`src/rtl/shop_cmd_seq.sv`:
```
// Scripted command sequencer for shop_v: replays admin login, add seller Us1 and delete Us1,
// and checks each settled response against the expected prompt.
module shop_cmd_seq #(
    parameter int unsigned I_A_NUM_ASCII_CHARS = 7,
    parameter int unsigned O_A_NUM_ASCII_CHARS = 9,
    parameter int unsigned I_U_NUM_BITS        = 4,
    parameter int unsigned SETUP_CYCLES        = 1,
    parameter int unsigned RESP_WAIT           = 4,
    parameter int unsigned STEP_GAP            = 1
) (
    input  logic                             i_clk,
    input  logic                             i_reset,
    input  logic                             i_start,
    input  logic [O_A_NUM_ASCII_CHARS*8-1:0] i_shop_a,
    output logic                             o_rdy,
    output logic [I_U_NUM_BITS-1:0]          o_u,
    output logic [I_A_NUM_ASCII_CHARS*8-1:0] o_a,
    output logic                             o_busy,
    output logic                             o_done,
    output logic                             o_pass,
    output logic [3:0]                       o_fail_step,
    output logic [3:0]                       o_step
);

    localparam int unsigned CmdW = I_A_NUM_ASCII_CHARS * 8;
    localparam int unsigned RspW = O_A_NUM_ASCII_CHARS * 8;
    localparam int unsigned CntW = 16;

    localparam logic [CntW-1:0] SetupLoad = CntW'(SETUP_CYCLES - 1);
    localparam logic [CntW-1:0] WaitLoad  = CntW'(RESP_WAIT - 1);
    localparam logic [CntW-1:0] GapLoad   = CntW'(STEP_GAP - 1);

    localparam logic [3:0] LastStep = 4'd8;
    localparam logic [3:0] NoFail   = 4'hF;

    typedef enum logic [2:0] {
        StIdle,
        StSetup,
        StStrobe,
        StWait,
        StCheck,
        StGap,
        StDone
    } state_e;

    // Command words are right-aligned with zero high bytes, as a string-literal assignment gives.
    function automatic logic [CmdW-1:0] cmd_word(input logic [3:0] step);
        logic [CmdW-1:0] w;
        w = '0;
        case (step)
            4'd0:    w = CmdW'("Login");
            4'd1:    w = CmdW'("Adm");
            4'd2:    w = CmdW'("123");
            4'd3:    w = CmdW'("AddUsr");
            4'd4:    w = CmdW'("Us1");
            4'd5:    w = CmdW'("Ps1");
            4'd6:    w = CmdW'("SELLER");
            4'd7:    w = CmdW'("DelUsr");
            4'd8:    w = CmdW'("Us1");
            default: w = '0;
        endcase
        return w;
    endfunction

    function automatic logic [RspW-1:0] rsp_word(input logic [3:0] step);
        logic [RspW-1:0] w;
        w = '0;
        case (step)
            4'd0:    w = RspW'("Username?");
            4'd1:    w = RspW'("Password?");
            4'd2:    w = RspW'("Cmd?");
            4'd3:    w = RspW'("Username?");
            4'd4:    w = RspW'("Password?");
            4'd5:    w = RspW'("Perms?");
            4'd6:    w = RspW'("Cmd?");
            4'd7:    w = RspW'("Username?");
            4'd8:    w = RspW'("Cmd?");
            default: w = '0;
        endcase
        return w;
    endfunction

    state_e          state_q, state_d;
    logic [CntW-1:0] cnt_q, cnt_d;
    logic [3:0]      step_q, step_d;
    logic [CmdW-1:0] cmd_q, cmd_d;
    logic            pass_q, pass_d;
    logic [3:0]      fail_q, fail_d;

    always_ff @(posedge i_clk) begin
        if (i_reset) begin
            state_q <= StIdle;
            cnt_q   <= '0;
            step_q  <= 4'd0;
            cmd_q   <= '0;
            pass_q  <= 1'b0;
            fail_q  <= NoFail;
        end else begin
            state_q <= state_d;
            cnt_q   <= cnt_d;
            step_q  <= step_d;
            cmd_q   <= cmd_d;
            pass_q  <= pass_d;
            fail_q  <= fail_d;
        end
    end

    always_comb begin
        state_d = state_q;
        cnt_d   = cnt_q;
        step_d  = step_q;
        cmd_d   = cmd_q;
        pass_d  = pass_q;
        fail_d  = fail_q;

        case (state_q)
            StIdle, StDone: begin
                // Start is only honoured here; a restart from DONE clears the previous verdict.
                if (i_start) begin
                    state_d = StSetup;
                    cnt_d   = SetupLoad;
                    step_d  = 4'd0;
                    cmd_d   = cmd_word(4'd0);
                    pass_d  = 1'b0;
                    fail_d  = NoFail;
                end
            end
            StSetup: begin
                if (cnt_q == '0) begin
                    state_d = StStrobe;
                end else begin
                    cnt_d = cnt_q - 1'b1;
                end
            end
            StStrobe: begin
                state_d = StWait;
                cnt_d   = WaitLoad;
            end
            StWait: begin
                if (cnt_q == '0) begin
                    state_d = StCheck;
                end else begin
                    cnt_d = cnt_q - 1'b1;
                end
            end
            StCheck: begin
                if (i_shop_a != rsp_word(step_q)) begin
                    state_d = StDone;
                    pass_d  = 1'b0;
                    fail_d  = step_q;
                end else if (step_q == LastStep) begin
                    state_d = StDone;
                    pass_d  = 1'b1;
                    fail_d  = NoFail;
                end else begin
                    state_d = StGap;
                    cnt_d   = GapLoad;
                end
            end
            StGap: begin
                if (cnt_q == '0) begin
                    state_d = StSetup;
                    cnt_d   = SetupLoad;
                    step_d  = step_q + 4'd1;
                    cmd_d   = cmd_word(step_q + 4'd1);
                end else begin
                    cnt_d = cnt_q - 1'b1;
                end
            end
            default: state_d = StIdle;
        endcase
    end

    // Reset gates the strobe combinationally so shop_v never sees a command during reset.
    assign o_rdy       = (state_q == StStrobe) && !i_reset;
    assign o_u         = '0;
    assign o_a         = cmd_q;
    assign o_busy      = (state_q != StIdle) && (state_q != StDone);
    assign o_done      = (state_q == StDone);
    assign o_pass      = pass_q;
    assign o_fail_step = fail_q;
    assign o_step      = step_q;

endmodule

```
`config.mk`:
```
export PLATFORM = sky130hd
export DESIGN_NAME = shop_cmd_seq
export DESIGN_NICKNAME = d
export VERILOG_FILES = /design/src/rtl/shop_cmd_seq.sv
export SDC_FILE = /design/constraint.sdc
export NUM_CORES = 1
export LEC_CHECK = 0
export CAP_MARGIN = 15
export CORE_ASPECT_RATIO = 1.4
export CORE_MARGIN = 3
export CORE_UTILIZATION = 46
export CTS_BUF_LIST = sky130_fd_sc_hd__clkbuf_4
export DETAILED_ROUTE_END_ITERATION = 10
export GPL_TIMING_DRIVEN = 0
export PLACE_DENSITY = 0.92
export SYNTH_ARGS = -nofsm -noshare
export SYNTH_HDL_FRONTEND = slang
export SYNTH_SLANG_ARGS = --single-unit
```
`constraint.sdc`:
```
create_clock -name i_clk -period 3 [get_ports i_clk]
set_input_delay 0.6 -clock i_clk [delete_from_list [all_inputs] [get_ports i_clk]]
set_output_delay 0.6 -clock i_clk [all_outputs]
set_load 0.02 [all_outputs]
```
==> results of run 1 <==
routing by layer:
| layer | track usage [%] | vias to the layer above | wire length, um |
|---|---|---|---|
| met5 | 0 | - | 0 |
| met4 | 10.2 | 0 | 363 |
| met3 | 6.07 | 46 | 1110 |
| met2 | 48.2 | 267 | 6880 |
| met1 | 26.1 | 2087 | 4570 |
| li1 | - | 2110 | - |
worst max-delay path, delay by kind of cell:
kind,cells,cell delay (ns)
buf+inv,4,1.57
simple gates,1,0.08
logic make-up (layout without fill, tap and decap cells):
family	after synthesis	after routing
compound gates	123	123
fa+ha+maj	15	15
flops	62	62
buf+inv	73	216
xor+xnor	16	16
other cells	1	23
mux	7	7
simple gates	205	205
final cells by class:
class                           instances  area, um2  area share, %
Multi-Input combinational cell        389       2450           43.0
Timing Repair Buffer                  127       1260           22.2
Sequential cell                        62       1240           21.8
Buffer                                 60        400           7.04
Tap cell                              102        128           2.24
Clock inverter                          6       86.3           1.52
Clock buffer                           10       75.1           1.32
Inverter                               13       48.8          0.858
what timing repair did:
action / CTS / global route
pin swaps: 0 / 3
gates resized for setup: 7 / 9
cloned: 0 / 0
setup buffers: 0 / 4
setup endpoints to repair: 11 / 9
cell usage in the layout, fill, tap and decap left out, drive strengths merged, types with 5 or more instances in the layout:
| cell type | instances |
|---|---|
| a211oi | 7 |
| a21oi | 39 |
| a311oi | 13 |
| a31oi | 7 |
| and3 | 5 |
| buf | 48 |
| clkbuf | 26 |
| clkdlybuf4s50 | 122 |
| conb | 23 |
| dfxtp | 62 |
| ha | 15 |
| inv | 13 |
| mux2i | 6 |
| nand2 | 39 |
| nand3 | 15 |
| nand4 | 14 |
| nor2 | 62 |
| nor3 | 27 |
| nor4 | 11 |
| o21ai | 20 |
| o31ai | 5 |
| or3 | 9 |
| or4 | 8 |
| xnor2 | 9 |
| xor2 | 7 |
cells in the mapped netlist, types with 3 or more instances:
master	instances
nand2_1	38
or3_1	9
buf_2	3
mux2i_1	6
dfxtp_1	62
clkbuf_1	16
nand4_1	14
xnor2_1	9
nor4_1	7
a21oi_1	38
nor2_1	61
or4_1	8
nor4_4	3
o211ai_1	4
and3_1	5
inv_1	13
o22a_1	4
buf_4	38
ha_1	15
o31ai_1	5
xor2_1	7
nor3_1	26
o21ai_0	19
a31oi_1	7
buf_6	3
a2bb2oi_1	3
nand3_1	15
a211oi_1	7
a311oi_1	13
a22oi_1	3
worst paths after layout:
kind | startpoint | to | slack (ns) | cells past startpoint
worst min register to register | o_a[4] | o_a[4] | 0.47 | 2
worst max register to register | o_step[0] | register | 0.16 | 10
worst max-delay path | i_reset | o_rdy | 0.14 | 5
worst min-delay path | o_a[4] | o_a[4] | 0.47 | 2
stage by stage:
step	cell area [um2]	cells
after global routing	5690	769
final	5690	769
after detailed placement	5450	749
after CTS	5630	765
after global placement	5450	749
after floorplan	4090	524
power by group through the flow:
stage,Clock (W),Sequential [W],Combinational (W)
6_report,0.000667,0.00109,0.00191
3_3_place_gp,0,0.00110,0.00169
5_1_grt,0.000702,0.00111,0.00208
3_5_place_dp,0,0.00111,0.00176
4_1_cts,0.000670,0.00109,0.00179
2_1_floorplan,0,0.00114,0.00114
==> impl_metrics.py, run 1 <==
metrics = {
    "power": {
        "p_per_area_nw_per_um2": 645,
        "ir_drop_uv": 601,
        "swShare_pct": 42.4,
        "combPwrFrac_pct": 52.0,
        "p_switching_w": 0.00156,
        "finalPower_w": 0.00367,
        "intPower_w": 0.00211,
        "p_leak_nw": 2.25,
        "pwr-share-clk_pct": 18.2,
        "seqPwrFrac_pct": 29.8,
    },
    "synth": {
        "synth_top_family_by_area": "simple AND/OR/NAND/NOR gates",
        "syn_inst": 502,
        "synth_cell_types": 68,
        "synthFlopType": "dfxtp_1",
        "synthArstFlopShare_pct": 0,
        "yosys_warnings": 0,
        "synth_fa_ha_area_share_pct": 4.68,
        "ys_seq_area_share_pct": 31.0,
        "synthMuxAreaShare_pct": 1.87,
        "avgSynthCellArea_um2": 7.98,
        "yosys.area.top_type": "dfxtp_1",
        "yosys.area_share.simple_pct": 27.2,
        "synth-compound-area-share_pct": 20.6,
        "yosys-top-cells-area": "dfxtp_1 31%, buf_4 7.1%, nor2_1 5.7%, a21oi_1 4.7%, ha_1 4.7%",
        "syn_area_um2": 4010,
        "synth_edf_count": 0,
        "synth_xor_area_share_pct": 3.50,
        "yosys_register_bits": 62,
        "synth_top_area_share_pct": 31.0,
    },
    "global_route": {
        "grt_pass1_vias": 4291,
        "antenna_found_initial": 0,
        "grt_pass1_wl_um": 20100,
        "grt_max_degree": 12,
        "overflow": 0,
        "grt.total_usage_pct": 25.2,
    },
    "floorplanning": {
        "die_w_um": 84.9,
        "initial_utilization_pct": 48.3,
        "core_um2": 8300,
        "die_area_um2": 9880,
        "ios": 147,
        "die_h_um": 116,
        "rows": 39,
    },
    "cts": {
        "h-tree-depth": 3,
        "clockRootBuffer": "clkbuf_4",
        "cts_sinks": 62,
        "holdBufCountCts": 0,
        "clock_path_buffers": 2,
        "clkSlewWorstSetupHoldPaths_ns": 0.11,
        "clkLatencyLatePin_ns": 0.43,
        "cts_tree": "yes",
        "cts_inserted_buffers": 9,
    },
    "routing": {
        "via_per_inst": 5.86,
        "drt_iter0_drc": 318,
        "vias": 4510,
        "wl_per_cell_um": 16.8,
        "drc": 0,
        "ant_nets": 0,
        "dr.pass1.iters": 5,
        "wirelength_um": 12900,
    },
    "timing": {
        "fin_skew_ns": 0.0151,
        "relSlewSlack_pct": 41.9,
        "finalWorstSetupSlack_ns": 0.141,
        "finalCritPeriodShare_pct": 95.3,
        "setup_viol": 0,
        "hold_violations": 0,
        "clock.fmax_mhz": 350,
        "drv_slew": 0,
        "min_period_ns": 2.86,
        "hold_ws_ns": 0.470,
        "tns_ns": 0,
        "worst_pin_slew_ns": 0.863,
    },
    "critical_path": {
        "cp_max_fo": 10,
        "critPathSlowestCell": "clkdlybuf4s50_1",
        "cp-start-kind": "primary input",
        "cp_data_arrival_time_ns": 2.26,
        "worst_ep_required_time_ns": 2.40,
        "crit_path_frequent_cell": "clkbuf_2",
        "crit_chain": "clkdlybuf4s50_1 > clkbuf_2 > clkbuf_2 > nor4_1 > dlygate4sd2_1",
        "cp_slowest_stage_delay_ns": 0.59,
        "endpoint_kind": "output port",
        "path_class": "in -> out",
    },
    "placed_design": {
        "pre_cts_slack_ns": -0.744,
        "numPortBuffers": 123,
        "dp_hpwl_um": 9890,
        "place.gp.congestion": 1.00,
    },
    "finish": {
        "fin_nets": 752,
        "utilization_pct": 68.5,
        "num-fill-cells": 642,
        "diodes": 0,
        "area_delta_synth_final_pct": 41.9,
        "drive_above_1_share_pct": 13.2,
    },
    "hold_path": {
        "hp-class": "reg -> reg",
    },
    "outcome": {
        "status": "completed",
    },
    "job": {
        "maxCapViolations": 0,
    },
}
No activity file was read; power rests on OpenSTA's default activity.
==> run 2, diff against run 1 <==
--- a/config.mk
+++ b/config.mk
@@ -13,6 +13,7 @@
 export DETAILED_ROUTE_END_ITERATION = 10
 export GPL_TIMING_DRIVEN = 0
 export PLACE_DENSITY = 0.92
+export RECOVER_POWER = 25
 export SYNTH_ARGS = -nofsm -noshare
 export SYNTH_HDL_FRONTEND = slang
 export SYNTH_SLANG_ARGS = --single-unit
==> run 2 against run 1 <==
  * Combinational power is essentially flat
  * Cell area is the same
  * Clock skew is essentially flat
  * Cell count is the same
  * Global-route usage is the same
  * Largest power group unchanged
==> impl_metrics.py, run 2 (same netlist as run 1, synthesis figures left out) <==
metrics = {
    "critical_path": {
        "cp_data_arrival_time_ns": 2.26,
        "critPathBufInv": 4,
        "cp-start-kind": "primary input",
        "critPathSlowestCell": "clkdlybuf4s50_1",
        "crit_path_frequent_cell": "clkbuf_2",
        "critPathTopFamily": "buffers and inverters",
        "cp_max_fo": 10,
        "path_class": "in -> out",
        "reg2reg_from": "cnt_q[11]",
        "crit_chain": "clkdlybuf4s50_1 > clkbuf_2 > clkbuf_2 > nor4_1 > dlygate4sd2_1",
        "endpoint_kind": "output port",
        "worst_ep_required_time_ns": 2.40,
        "worstSetupStartpoint": "i_reset",
        "cp_slowest_stage_delay_ns": 0.52,
        "r2r_setup_slack_ns": 0.18,
    },
    "placed_design": {
        "dp_hpwl_um": 9890,
        "place.gp.congestion": 1.00,
        "numPlacedInstances": 749,
        "numPortBuffers": 123,
    },
    "power": {
        "finalPower_w": 0.00366,
        "ir_drop_uv": 606,
        "p_per_area_nw_per_um2": 643,
        "p_leak_nw": 2.29,
    },
    "timing": {
        "tns_ns": 0,
        "relSlewSlack_pct": 43.1,
        "finalCritPeriodShare_pct": 95.3,
        "drv_slew": 0,
        "min_period_ns": 2.86,
        "hold_violations": 0,
        "clock.fmax_mhz": 350,
        "fin_skew_ns": 0.0149,
        "worst_pin_slew_ns": 0.846,
        "setup_viol": 0,
        "hold_ws_ns": 0.466,
    },
    "job": {
        "maxCapViolations": 0,
    },
    "cts": {
        "cts_sinks": 62,
        "cts_inserted_buffers": 9,
        "clkSlewWorstSetupHoldPaths_ns": 0.11,
        "clkLatencyLatePin_ns": 0.44,
        "h-tree-depth": 3,
        "clock_path_buffers": 2,
        "clockRootBuffer": "clkbuf_4",
        "cts_tree": "yes",
    },
    "floorplanning": {
        "die_w_um": 84.9,
        "initial_utilization_pct": 48.3,
        "die_area_um2": 9880,
        "ios": 147,
        "core_um2": 8300,
        "rows": 39,
        "die_h_um": 116,
    },
    "finish": {
        "area_delta_synth_final_pct": 41.9,
        "most-common-layout-cells": "98 x clkdlybuf4s50_1, 62 x dfxtp_1, 61 x nor2_1",
        "diodes": 0,
        "fin_nets": 752,
        "final_common_cell": "clkdlybuf4s50_1",
        "layout.cells.non_filler": 769,
        "drive_above_1_share_pct": 13.2,
    },
    "routing": {
        "wl_per_cell_um": 16.8,
        "dr.pass1.iters": 7,
        "vias": 4495,
        "drc": 0,
        "via_per_inst": 5.85,
        "ant_nets": 0,
        "wirelength_um": 12900,
        "drt_iter0_drc": 291,
    },
    "global_route": {
        "overflow": 0,
        "grt_max_degree": 12,
        "antenna_found_initial": 0,
        "grt.total_usage_pct": 25.2,
        "grt_pass1_wl_um": 20100,
        "grt_pass1_vias": 4291,
    },
    "hold_path": {
        "hp-class": "reg -> reg",
        "hold_start": "o_a[4]",
    },
    "outcome": {
        "status": "completed",
    },
}
[run 2: changes by cell type in the layout (fill, tap and decap cells not counted), sizes merged]
cell	previous run	this run
clkdlybuf4s50	122	98
dlygate4sd3	0	24
[run 2: per-layer routing]
layer	vias to the layer above	GRT usage [%]	wire (um)
met4	0	10.2	381
met5	-	0	0
li1	2114	-	-
met1	2043	26.1	4470
met3	48	6.07	1200
met2	290	48.2	6860
[run 2: final cells by class]
cell class	instances	area, um2
Sequential cell	62	1240
Clock buffer	10	75.1
Multi-Input combinational cell	389	2450
Timing Repair Buffer	127	1260
Buffer	60	400
Inverter	13	48.8
Fill cell	642	2610
Tap cell	102	128
Clock inverter	6	86.3
[run 2: final timing paths]
check,to,depth (start not counted)
worst min register to register,o_a[4],2
worst max-delay path,o_rdy,5
worst min-delay path,o_a[4],2
worst max register to register,register,10
[run 2: where the power goes]
part / internal, W / switching [W]
Sequential: 0.000950 / 0.000140
Combinational: 0.000802 / 0.00109
Clock: 0.000345 / 0.000327
[run 2: through the flow]
step	area [um2]	setup slack, ns	utilization (%)
5_1_grt	5690	-0.0338	68.5
4_1_cts	5630	0.0188	67.9
3_3_place_gp	5450	-0.689	65.7
2_1_floorplan	4090	0.189	-
3_5_place_dp	5450	-0.744	65.7
6_report	5690	0.142	68.5
[run 2: what timing repair did]
item                       in CTS  in global routing
resized for setup               7                  9
setup buffers                   0                  4
hold buffers                    0                  0
pin swaps                       0                  3
setup endpoints to repair      11                  9
[run 2: worst min-delay path: stages (launching register included)]
cell     delay, ns
dfxtp_1       0.32
nand2_1       0.05
a21oi_1       0.05
==> run 3, diff against run 2 <==
--- a/config.mk
+++ b/config.mk
@@ -8,11 +8,12 @@
 export CAP_MARGIN = 15
 export CORE_ASPECT_RATIO = 1.4
 export CORE_MARGIN = 3
-export CORE_UTILIZATION = 46
+export CORE_UTILIZATION = 36
 export CTS_BUF_LIST = sky130_fd_sc_hd__clkbuf_4
+export CTS_CLUSTER_DIAMETER = 30
 export DETAILED_ROUTE_END_ITERATION = 10
 export GPL_TIMING_DRIVEN = 0
-export PLACE_DENSITY = 0.92
+export PLACE_DENSITY = 0.77
 export RECOVER_POWER = 25
 export SYNTH_ARGS = -nofsm -noshare
 export SYNTH_HDL_FRONTEND = slang
==> run 3 against run 2 <==
  * Clock power is 17% lower
  * Global-route usage down 5.3 points
  * Combinational power about the same
  * Hold slack got worse by 0.0056 ns
  * Maximum frequency decreased by 0.47%
  * Core utilization fell by 15 points
  * Sequential power is essentially flat
  * Sequential share of layout area about the same
  * Clock skew shrank 0.0011 ns
  * Largest cell class unchanged
  * Highest routed layer unchanged
==> impl_metrics.py, run 3 (same netlist as run 1, synthesis figures left out) <==
metrics = {
    "critical_path": {
        "cp_slowest_stage_delay_ns": 0.61,
        "cp_max_fo": 10,
        "critPathBufInv": 4,
        "cp-start-kind": "primary input",
        "critPathTopFamily": "buffers and inverters",
        "crit_chain": "clkdlybuf4s50_1 > buf_2 > clkbuf_2 > nor4_2 > dlygate4sd2_1",
        "endpoint_kind": "output port",
        "critPathSlowestCell": "clkdlybuf4s50_1",
        "path_class": "in -> out",
        "worst_ep_required_time_ns": 2.40,
        "cp_data_arrival_time_ns": 2.27,
    },
    "floorplanning": {
        "initial_utilization_pct": 37.7,
        "die_w_um": 95.2,
        "die_area_um2": 12400,
        "ios": 147,
        "rows": 44,
        "core_um2": 10600,
        "die_h_um": 131,
    },
    "global_route": {
        "overflow": 0,
        "grt_pass1_wl_um": 19800,
        "grt_max_degree": 11,
        "grt.total_usage_pct": 19.9,
        "antenna_found_initial": 0,
        "grt_pass1_vias": 4153,
    },
    "timing": {
        "hold_ws_ns": 0.460,
        "setup_viol": 0,
        "finalCritPeriodShare_pct": 95.7,
        "fin_skew_ns": 0.0138,
        "worst_pin_slew_ns": 1.01,
        "rsz0062_at_grt": "no",
        "clock.fmax_mhz": 348,
        "hold_violations": 0,
        "drv_slew": 0,
        "finalWorstSetupSlack_ns": 0.129,
        "relSlewSlack_pct": 32.1,
        "min_period_ns": 2.87,
    },
    "finish": {
        "drive_above_1_share_pct": 12.9,
        "diodes": 0,
        "num-fill-cells": 963,
        "most-common-layout-cells": "97 x clkdlybuf4s50_1, 62 x dfxtp_1, 61 x nor2_1",
        "layout.cells.non_filler": 804,
        "fin_nets": 751,
        "final_common_cell": "clkdlybuf4s50_1",
        "area_delta_synth_final_pct": 42.2,
    },
    "cts": {
        "cts_inserted_buffers": 9,
        "clkSlewWorstSetupHoldPaths_ns": 0.11,
        "clkLatencyLatePin_ns": 0.42,
        "h-tree-depth": 3,
        "cts_sinks": 62,
        "clockRootBuffer": "clkbuf_4",
        "clock_path_buffers": 2,
        "cts_tree": "yes",
    },
    "placed_design": {
        "dp_hpwl_um": 9690,
        "place.gp.congestion": 0.869,
        "numPortBuffers": 123,
        "pre_cts_slack_ns": -0.765,
        "numPlacedInstances": 785,
    },
    "routing": {
        "wl_per_cell_um": 15.6,
        "vias": 4361,
        "ant_nets": 0,
        "via_per_inst": 5.42,
        "dr.pass1.iters": 5,
        "drc": 0,
        "drt_iter0_drc": 379,
        "wirelength_um": 12600,
    },
    "power": {
        "p_leak_nw": 2.28,
        "ir_drop_uv": 566,
        "p_per_area_nw_per_um2": 616,
    },
    "outcome": {
        "status": "completed",
    },
    "hold_path": {
        "hp-class": "reg -> reg",
    },
    "job": {
        "maxCapViolations": 0,
    },
}
==> run 3: metrics by stage <==
stage | setup TNS [ns] | util (%) | area [um2] | power, W
after global routing | 0 | 53.6 | 5700 | 0.00374
after floorplan | 0 | - | 4090 | 0.00228
after global placement | -9.96 | 51.7 | 5490 | 0.00281
after detailed placement | -10.72 | 51.7 | 5490 | 0.00286
final | 0 | 53.6 | 5700 | 0.00351
after CTS | 0 | 53.1 | 5640 | 0.00345
==> run 3: repair_timing <==
action | 4_1_cts | 5_1_grt
hold buffers | 0 | 0
buffers inserted | 0 | 3
pin swaps | 0 | 2
setup endpoints to repair | 11 | 9
gates cloned | 0 | 0
resized for setup | 8 | 8
==> run 3: worst paths after layout <==
| kind | slack [ns] | from | endpoint | depth (start not counted) |
|---|---|---|---|---|
| hold / removal | 0.46 | o_a[4] | o_a[4] | 2 |
| setup / recovery | 0.13 | i_reset | o_rdy | 5 |
| hold reg to reg | 0.46 | o_a[4] | o_a[4] | 2 |
| setup reg to reg | 0.17 | o_step[0] | register | 10 |
==> run 3: power breakdown <==
part           total [W]  switching (W)  internal [W]
combinational    0.00186        0.00107      0.000786
sequential       0.00109       0.000141      0.000950
clock           0.000561       0.000307      0.000254
total            0.00351        0.00152       0.00199
==> run 3: final cells by class <==
| cell class | count | area (um2) | share of cell area, % |
|---|---|---|---|
| Buffer | 60 | 399 | 7.01 |
| Clock buffer | 10 | 75.1 | 1.32 |
| Clock inverter | 6 | 52.6 | 0.922 |
| Inverter | 13 | 48.8 | 0.857 |
| Multi-Input combinational cell | 389 | 2450 | 43.1 |
| Sequential cell | 62 | 1240 | 21.8 |
| Tap cell | 138 | 173 | 3.03 |
| Timing Repair Buffer | 126 | 1250 | 22.0 |
==> run 3: metal layers <==
layer	wire length (um)	vias to the layer above	track usage, %
met3	1110	24	5.10
met5	0	-	0
met2	6450	207	35.7
li1	-	2111	-
met1	4780	2019	22.1
met4	250	0	7.99
==> run 3: worst min-delay path: cells and delay by family, from the launching register on <==
kind | cells | cell delay (ns)
AOI/OAI and AO/OA | 1 | 0.05
DFF | 1 | 0.32
and+or+nand+nor | 1 | 0.05
